[config.mk]
export PLATFORM = sky130hd
export DESIGN_NAME = floor_request_queue
export DESIGN_NICKNAME = d
export VERILOG_FILES = /design/src/rtl/floor_request_queue.sv
export SDC_FILE = /design/constraint.sdc
export NUM_CORES = 1
export LEC_CHECK = 0
export BUFFER_PORTS_ARGS = -buffer_cell sky130_fd_sc_hd__buf_2
export CAP_MARGIN = 15
export CORE_ASPECT_RATIO = 0.8
export CORE_MARGIN = 2
export CORE_UTILIZATION = 53
export DETAILED_ROUTE_END_ITERATION = 7
export PLACE_DENSITY = 0.74
export SLEW_MARGIN = 5
export SYNTH_ARGS = -nofsm -noshare
export SYNTH_HDL_FRONTEND = slang
export SYNTH_SLANG_ARGS = --single-unit
[constraint.sdc]
create_clock -name clk -period 3.2 [get_ports clk]
set_clock_uncertainty 0.2 [all_clocks]
set_input_delay 0.64 -clock clk [delete_from_list [all_inputs] [get_ports clk]]
set_output_delay 0.64 -clock clk [all_outputs]
set_load 0.01 [all_outputs]
[src/rtl/floor_request_queue.sv]
// floor_request_queue: ordered store of pending elevator floor requests.
// Two request sources (hall button wins over cabin switch), tail or urgent
// head insertion, duplicate suppression/promotion, head exposed as target.
module floor_request_queue #(
  parameter int FLOOR_W = 2,
  parameter int DEPTH   = 10,
  parameter int CNT_W   = $clog2(DEPTH + 1)
) (
  input  logic               clk,
  input  logic               rst_n,
  input  logic               btn_valid,
  input  logic [FLOOR_W-1:0] btn_floor,
  input  logic               btn_urgent,
  output logic               btn_ready,
  input  logic               sw_valid,
  input  logic [FLOOR_W-1:0] sw_floor,
  input  logic               sw_urgent,
  output logic               sw_ready,
  input  logic               pop,
  output logic               head_valid,
  output logic [FLOOR_W-1:0] head_floor,
  output logic [CNT_W-1:0]   count,
  output logic               full,
  output logic               empty,
  output logic               dup_drop,
  output logic               underflow
);

  logic [FLOOR_W-1:0] floor_q   [DEPTH];
  logic [FLOOR_W-1:0] floor_d   [DEPTH];
  logic [FLOOR_W-1:0] post_pop  [DEPTH];
  logic [CNT_W-1:0]   count_q, count_d, cnt_pp;
  logic               full_q, empty_q, head_valid_q;
  logic               dup_q, dup_d, uf_q, uf_d;

  logic               space, do_pop, push;
  logic [FLOOR_W-1:0] push_floor;
  logic               push_urgent;
  logic               hit;
  logic [CNT_W-1:0]   hit_idx;

  // A slot is available if not full, or if a real pop frees one this edge.
  assign space       = ~full_q | (pop & ~empty_q);
  assign btn_ready   = btn_valid & space;
  assign sw_ready    = sw_valid & ~btn_valid & space;
  assign push        = btn_ready | sw_ready;
  assign push_floor  = btn_valid ? btn_floor  : sw_floor;
  assign push_urgent = btn_valid ? btn_urgent : sw_urgent;
  assign do_pop      = pop & ~empty_q;

  // Contents as seen after the pop half of the edge; pushes apply on top of this.
  always_comb begin
    for (int i = 0; i < DEPTH; i++) post_pop[i] = floor_q[i];
    cnt_pp = count_q;
    if (do_pop) begin
      for (int i = 0; i < DEPTH - 1; i++) post_pop[i] = floor_q[i + 1];
      post_pop[DEPTH-1] = '0;
      cnt_pp = count_q - CNT_W'(1);
    end
  end

  // Locate a valid post-pop entry holding the requested floor (at most one exists).
  always_comb begin
    hit     = 1'b0;
    hit_idx = '0;
    for (int i = 0; i < DEPTH; i++) begin
      if ((CNT_W'(i) < cnt_pp) && (post_pop[i] == push_floor)) begin
        hit     = 1'b1;
        hit_idx = CNT_W'(i);
      end
    end
  end

  // Apply the accepted push: tail append, head insert, or duplicate merge/promotion.
  always_comb begin
    for (int i = 0; i < DEPTH; i++) floor_d[i] = post_pop[i];
    count_d = cnt_pp;
    dup_d   = 1'b0;
    uf_d    = pop & empty_q;
    if (push) begin
      if (hit) begin
        dup_d = 1'b1;
        if (push_urgent) begin
          // Close the gap left by the matching entry and re-insert it at the head.
          floor_d[0] = push_floor;
          for (int i = 1; i < DEPTH; i++) begin
            if (CNT_W'(i) <= hit_idx) floor_d[i] = post_pop[i - 1];
          end
        end
      end else if (push_urgent) begin
        // Space guarantees the top entry is invalid (zero), so nothing is lost.
        floor_d[0] = push_floor;
        for (int i = 1; i < DEPTH; i++) floor_d[i] = post_pop[i - 1];
        count_d = cnt_pp + CNT_W'(1);
      end else begin
        for (int i = 0; i < DEPTH; i++) begin
          if (CNT_W'(i) == cnt_pp) floor_d[i] = push_floor;
        end
        count_d = cnt_pp + CNT_W'(1);
      end
    end
  end

  // State and registered status flags; reset empties the queue immediately.
  always_ff @(posedge clk or negedge rst_n) begin
    if (!rst_n) begin
      for (int i = 0; i < DEPTH; i++) floor_q[i] <= '0;
      count_q      <= '0;
      full_q       <= 1'b0;
      empty_q      <= 1'b1;
      head_valid_q <= 1'b0;
      dup_q        <= 1'b0;
      uf_q         <= 1'b0;
    end else begin
      for (int i = 0; i < DEPTH; i++) floor_q[i] <= floor_d[i];
      count_q      <= count_d;
      full_q       <= (count_d == CNT_W'(DEPTH));
      empty_q      <= (count_d == '0);
      head_valid_q <= (count_d != '0);
      dup_q        <= dup_d;
      uf_q         <= uf_d;
    end
  end

  assign head_valid = head_valid_q;
  assign head_floor = floor_q[0];
  assign count      = count_q;
  assign full       = full_q;
  assign empty      = empty_q;
  assign dup_drop   = dup_q;
  assign underflow  = uf_q;

endmodule
Word-level counts from Yosys, hierarchy flattened:

Cells that the tools add are included.

* bits in registers: 29
* bits of input ports: 11

* add/sub/neg operators: 2
* magnitude comparators: 19
* equality and inequality tests: 20
* multiplexer cells: 50
* bitwise operators: 10
* reduce and logical (&&, ||, !) cells: 13

Operators by type and width (count)
* $mux W20: 5
* $mux W4: 11
* $mux W2: 20
* $eq A2 B2 Y1: 10
* $eq A3 B4 Y1 const A: 4
* $le A3 B4 Y1 const A: 4
* $lt A3 B4 Y1 const A: 4
* $mux W1: 14
* $logic_and A1 B1 Y1: 10
* $eq A2 B4 Y1 const A: 2
* $eq A4 B4 Y1 const A: 2
* $le A2 B4 Y1 const A: 2
* $le A4 B4 Y1 const A: 2
* $logic_not A4 Y1: 2
* $lt A1 B4 Y1 const A: 2
* $lt A2 B4 Y1 const A: 2
* $lt A4 B4 Y1 const A: 2
* $and A1 B1 Y1: 5
* $add A4 B1 Y4 const B: 1
* $eq A1 B4 Y1 const A: 1
* $eq A4 B4 Y1 const B: 1
* $le A1 B4 Y1 const A: 1
* $reduce_bool A4 Y1: 1
* $sub A4 B1 Y4 const B: 1
* other kinds (2): 5

Longest topological paths before layout:

Gate-level depths: netlist of the first run.

* word-level depth: 19
* mapped depth: 14
* gate-level depth less buffers: 13

Worst setup path after synthesis of the first run:

OpenSTA, ideal clock, no wires.

* kind: input to register
* from: in pop
* to: reg head_valid_q, in the netlist head_valid
* data arrival time: 3.247 ns
* slack: -0.365 ns
* stages: 13
* cells stage by stage: nor2b_4 buf_6 buf_8 xnor2_1 inv_1 ha_1 nor2_1 o211ai_2 nand4_4 nor4_4 nand2_2 or4_1 a21o_1

* longest elaborated chain between the ends: 17
* elaborated cells on any way between the ends: 51

RTL lines
* from (decl): line 19 `input logic pop,`
* $and A1 B1 Y1 *: line 43, 49
* $mux W4 or $mux W20 (tied branches): line 55 `if (do_pop) begin`
* $lt A1 B4 Y1 or $eq A2 B2 Y1 (tied branches): line 67 `if ((CNT_W'(i) < cnt_pp) && (post_pop[i] == push_floor)) begin`
* $logic_and A1 B1 Y1: line 67
* $mux W1 (10 in series): line 67
* $mux W4: line 81 `if (hit) begin`
* $mux W4 *: line 80 `if (push) begin`
* $reduce_bool A4 Y1 *: line 119 `head_valid_q <= (count_d != '0);`
* to (signal assigned): line 119
* to (decl): line 33 `logic full_q, empty_q, head_valid_q;`

Every way passes the cells marked *; elsewhere a longest branch is shown, timed or not.

==> results.md, run 1 <==
- EDFF count, synth: 0
- Outcome: finished with violations
- CTS tree: done
- Flops & latches, synth: 29
- Detailed-route via count: 2799
- Die Y: 67.4 um
- Ys flop type: dfrtp_1
- Setup crit end kind: flip-flop
- Worst Max-Slew Pin Slew: 0.689 ns
- Grt total ovfl: 0
- R2R cell count: 13
- Worst hold margin: 0.181 ns
- Antenna viol nets, final: 0
- Gpl congestion: 0.982
- FP Rows: 23
- R2R Path Start: empty
- Commonest non-fill, non-tap cell in the layout: buf_4
- Total Power: 5290 uW
- Commonest cells after routing, fill and taps aside: 87 x buf_4, 28 x dfrtp_1, 22 x buf_2
- First-pass GRT wire length: 13.6 mm
- Core ar.: 0.00492 mm^2
- R2r setup slk: -0.07 ns
- Unique masters post-synth: 63
- Max-slew violations: 0
- Final WS setup: -0.0745 ns
- Seq/Total Area, Yosys: 27.3%
- Critical Path RT: 3.20 ns
- Max-cap violations: 0
- R2r endpoint: floor_q[4]
- Clk pin slew, worst setup/hold paths: 0.07 ns
- Share of post-route cells with drive strength above 1: 47.8%
- Antenna diodes: 0
- Port bufs: 23
- Hold Violations, Final: 0
- Vias in the first global route: 2700
- Layout area overhead: 44.3%
- Worst Setup SP: empty
- VDD IR max: 0.000788 V
- Crit path max fanout: 11
- Hold Buf Count CTS: 0
- Largest net degree at the start of global routing: 30
- Via-to-Cell Ratio: 6.18
- WP data arrival: 3.27 ns
- Num ports: 24
- Post-route clock period utilization: 102%
- # placed instances: 438
- Relative slew slack: 54.1%
- Post-route DRC violation count: 0
- Fmax: 305 MHz
- H-tree depth: 2
- Root Buffer: clkbuf_8
- Syn_nets: 303
- Tot GR Track Use: 31.2%
- Wirelength per Cell: 19.6 um
- Critical path destination: floor_q[4]
- Die W: 83.3 um
- Ys async rst share: 100%
- Failing checks: setup timing
- Pleak: 0.00172 uW
- Hold WC Path Type: in -> async
- Sink count of the clock tree: 29
- Initial core utilization: 54.2%
- Antenna violations before repair: 0
- Synth warnings: 0
- Router iterations before antenna repair: 5
- Clock latency on the worst-skew pair: 0.29 ns
- DR iter-0 viols: 284
- Final HPWL DP: 6.18 mm
- Mapped Cells: 288
- Final nets: 405
- CTS Buf Count: 5
- RSZ-0062 raised after global routing: yes
- Routed WL: 8.88 mm
- Maximum root-to-sink buffer count: 2
- Min Clock Period, post-route: 3.27 ns
- CP Class: reg -> reg
- CP Launch Type: flip-flop
- Die area: 0.00562 mm^2
- Final setup vio count: 5
- Power per Cell Area: 1370 mW/mm^2
- Final cell count without fillers: 453
- Post-synthesis cell area: 0.00267 mm^2
- Syn_area_per_cell: 9.25 um^2
- Dpl ws: -0.273 ns
metal layers:
metal,track usage [%],up-vias,part of all wire [%],wire (um)
met5,0,-,0,0
met4,9.84,0,2.9,255
met3,5.26,30,7.1,630
met2,51.2,143,47,4170
met1,42.8,1355,43,3820
li1,-,1271,-,-
repair_timing:
action	4_1_cts	5_1_grt
buffers inserted	1	6
resized for setup	5	42
setup endpoints to repair	14	16
pin swaps	0	11
kinds of logic after synthesis:
logic type | Yosys count | share of synthesized area, %
multiplexers | 36 | 15.8
adder cells (fa/ha/maj) | 4 | 1.88
AND/OR/NAND/NOR | 80 | 17.1
XOR/XNOR | 29 | 9.81
AO/OA/AOI/OAI | 80 | 22.2
flip-flops | 29 | 27.3
buffers and inverters | 30 | 5.92
cells in the mapped netlist, types with 2 or more instances:
| library cell | n | area, um^2 |
|---|---|---|
| o211ai_1 | 3 | 22.5 |
| inv_2 | 2 | 7.51 |
| mux2i_2 | 5 | 68.8 |
| mux2i_1 | 25 | 250 |
| a22oi_1 | 6 | 45.0 |
| o21a_1 | 2 | 15.0 |
| a211oi_1 | 3 | 22.5 |
| mux2i_4 | 3 | 67.6 |
| nor2_1 | 23 | 86.3 |
| xor2_1 | 2 | 17.5 |
| clkbuf_1 | 5 | 18.8 |
| mux2_2 | 3 | 33.8 |
| nand4_1 | 3 | 18.8 |
| nor3_1 | 3 | 15.0 |
| a222oi_1 | 2 | 20.0 |
| or4_1 | 2 | 15.0 |
| a22o_1 | 4 | 35.0 |
| a21o_1 | 3 | 22.5 |
| buf_4 | 3 | 22.5 |
| a221oi_1 | 6 | 52.6 |
| dfrtp_1 | 28 | 701 |
| o22ai_1 | 6 | 37.5 |
| a21oi_1 | 12 | 60.1 |
| ha_1 | 4 | 50.1 |
| xnor2_1 | 26 | 228 |
| o21ai_0 | 14 | 70.1 |
| and2_1 | 2 | 12.5 |
| buf_2 | 6 | 30.0 |
| nor4_4 | 2 | 42.5 |
| a2bb2oi_1 | 2 | 17.5 |
| nand2b_1 | 3 | 18.8 |
| nand3_1 | 9 | 45.0 |
| nor2b_1 | 2 | 12.5 |
| nand2_1 | 21 | 78.8 |
| buf_6 | 2 | 22.5 |
| a211o_1 | 3 | 26.3 |
| inv_1 | 11 | 41.3 |
| o211ai_2 | 2 | 25.0 |
registers in the layout, summed over array words and instances (netlist names):
register	count
head_valid	1
underflow	1
head_floor	2
floor_q	18
dup_drop	1
empty	1
count	4
full	1
cell type report:
| cell class | count | area (um^2) |
|---|---|---|
| well taps | 62 | 77.6 |
| fillers | 310 | 1080 |
| inverters | 13 | 48.8 |
| flip-flops and latches | 29 | 727 |
| repair buffers | 112 | 815 |
| multi-input cells | 229 | 2080 |
| clock buffers | 7 | 96.3 |
| clock inverters | 1 | 5.00 |
power breakdown:
group / total, uW / internal, uW / leakage, uW / switching (uW)
registers: 735 / 558 / 0.000334 / 177
clock network: 348 / 194 / 0.0000542 / 154
logic: 4200 / 2040 / 0.00134 / 2160
critical path, stage by stage (launching register included):
cell and delay (ns):
dfstp_2 0.56, buf_4 0.13, nor2b_4 0.05, buf_12 0.15, buf_12 0.15, mux2i_4 0.19
xnor2_1 0.22, a211o_1 0.21, nand4_4 0.14, nor4_4 0.37, buf_4 0.18, a21oi_1 0.05
a311o_1 0.34, a221oi_2 0.24
worst min path at each step:
stage / start / to / slack (ns)
after floorplan: rst_n / count[0] / 0.14
final: rst_n / underflow / 0.18
after global placement: floor_q[0] / floor_q[0] / 0.45
after CTS: rst_n / underflow / 0.20
after global routing: rst_n / underflow / 0.23
after detailed placement: floor_q[0] / floor_q[0] / 0.45
stage by stage:
step                      utilization, %  instance area, um^2  setup TNS [ns]
final                               78.1                 3840          -0.220
after global routing                78.1                 3840           -2.15
after CTS                           72.5                 3570               0
after detailed placement            69.8                 3430           -2.44
after global placement              69.8                 3430           -1.39
after floorplan                        -                 2720          -0.196
No activity file was read; power rests on OpenSTA's default activity.
==> run 2, diff against run 1 <==
Settings changed: TNS_END_PERCENT set to 20.
==> run 2 against run 1 <==
  * Clock power about the same
  * Maximum frequency increased by 1.8%
  * Clock-buffer cell count unchanged
  * Die area did not move
  * Critical path type unchanged
  * Sequential power fell by 4.8%
  * Global-route usage decreased by 0.97 points
  * The flow still finishes with violations (setup timing)
  * Critical path depth down 1
  * Combinational power is 4% lower
==> results.md, run 2 (synthesized netlist as in run 1, its figures left out) <==
- Outcome: finished with violations
- Failing checks: setup timing
- Vias in the first global route: 2602
- Via-to-Cell Ratio: 6.10
- Die Y: 67.4 um
- Max reg flops: 18
- Crit path max fanout: 6
- Antenna diodes: 0
- Hold Violations, Final: 0
- CTS Buf Count: 5
- Critical Path RT: 3.18 ns
- Fmax: 311 MHz
- Max-cap violations: 0
- Die area: 0.00562 mm^2
- Router iterations before antenna repair: 5
- Crit-path cells: nand2b_4 -> nor2_1 -> a21o_1 -> inv_2 -> ha_4 -> nor2_2 -> o211ai_2 -> nand4_4 -> nor4_4 -> nand2_2 -> or4_4 -> a21o_1
- Setup crit end kind: flip-flop
- Total Power: 5090 uW
- Setup TNS Final: -0.0194 ns
- CTS tree: done
- Root Buffer: clkbuf_8
- Clock latency on the worst-skew pair: 0.29 ns
- First-pass GRT wire length: 13.2 mm
- Share of post-route cells with drive strength above 1: 44.6%
- Buf/Inv on CP: 1
- Grt total ovfl: 0
- Register Area: 727 um^2
- Port bufs: 23
- Power per Cell Area: 1360 mW/mm^2
- Antenna violations before repair: 0
- Gpl congestion: 0.910
- Crit-path slowest cell: dfstp_2
- Crit path top cell by count: a21o_1
- Hold WC Path Type: in -> async
- Post-route clock period utilization: 101%
- Maximum root-to-sink buffer count: 2
- Post-route DRC violation count: 0
- Pleak: 0.00170 uW
- VDD IR max: 0.000731 V
- Slowest stage delay, CP: 0.55 ns
- Commonest non-fill, non-tap cell in the layout: buf_4
- Initial core utilization: 54.2%
- RSZ-0062 raised after global routing: yes
- WP data arrival: 3.20 ns
- Commonest cells after routing, fill and taps aside: 83 x buf_4, 28 x dfrtp_1, 24 x mux2i_1
- Hold Buf Count CTS: 0
- FP Rows: 23
- Antenna viol nets, final: 0
- Relative slew slack: 37.4%
- Detailed-route via count: 2759
- Area of the multi-input gates: 0.00196 mm^2
- Family with the most delay on the worst path: simple AND/OR/NAND/NOR gates
- Tot GR Track Use: 30.3%
- Routed WL: 8.67 mm
- Num ports: 24
- Wirelength per Cell: 19.2 um
- Core ar.: 0.00492 mm^2
- H-tree depth: 2
- CP Class: reg -> reg
- Layout area overhead: 40.0%
- Max-slew violations: 0
- Final setup vio count: 2
- DR iter-0 viols: 307
- Worst Max-Slew Pin Slew: 0.933 ns
- Final nets: 404
- Largest Register: floor_q
- Min Clock Period, post-route: 3.22 ns
- Worst hold margin: 0.177 ns
- Die W: 83.3 um
- Final WS setup: -0.0162 ns
- Fin util: 75.8%
- Sink count of the clock tree: 29
- Largest net degree at the start of global routing: 30
- Final HPWL DP: 6.00 mm
- Filler cell count: 320
- Clk pin slew, worst setup/hold paths: 0.07 ns
- CP Launch Type: flip-flop
## run 2: worst paths after layout
| path | start | end | slack (ns) | depth (start not counted) |
|---|---|---|---|---|
| setup / recovery | empty | head_valid | -0.02 | 12 |
| hold / removal | rst_n | underflow | 0.18 | 1 |
| setup reg to reg | empty | head_valid | -0.02 | 12 |
| hold reg to reg | floor_q[0] | floor_q[0] | 0.47 | 2 |
| max in group asynchronous | rst_n | floor_q[11] | 2.18 | 1 |
| min in group clk | pop | underflow | 0.43 | 2 |
## run 2: final cells by class
type / instances / area share (%)
clock inverter: 1 / 0.134
multi-input combinational: 229 / 52.4
clock buffer: 7 / 2.58
tap: 62 / 2.08
timing repair buffer: 111 / 22.0
sequential: 29 / 19.5
inverter: 13 / 1.31
## run 2: repair_timing
item / in CTS / in global routing
pin swaps: 0 / 14
buffers inserted: 0 / 14
setup endpoints to repair: 13 / 16
resized for setup: 6 / 23
## run 2: worst register-to-register path, delay by kind of cell, from the launching register on
kind / cells / cell delay (ns)
AND/OR/NAND/NOR: 7 / 1.46
adder cells (fa/ha/maj): 1 / 0.15
buffers and inverters: 1 / 0.11
AO/OA/AOI/OAI: 3 / 0.63
flip-flops: 1 / 0.55
## run 2: per-layer routing
layer / GRT usage, % / routed length [um] / vias up
met1: 40.1 / 3620 / 1313
met5: 0 / 0 / -
li1: - / - / 1264
met4: 10.0 / 235 / 0
met3: 5.01 / 628 / 30
met2: 51.4 / 4190 / 152
## run 2: metrics by stage
stage	cells	worst slack (ns)	cell area (um^2)
floorplan	288	-0.104	2720
global route	452	-0.131	3730
finish	452	-0.0162	3730
CTS	438	0.00990	3520
detailed placement	430	-0.276	3390
global placement	430	-0.173	3390
## run 2: power by group
part | switching, uW | total [uW] | internal (uW)
combinational | 2080 | 4040 | 1950
sequential | 142 | 700 | 559
clock | 156 | 350 | 194
total | 2380 | 5090 | 2710
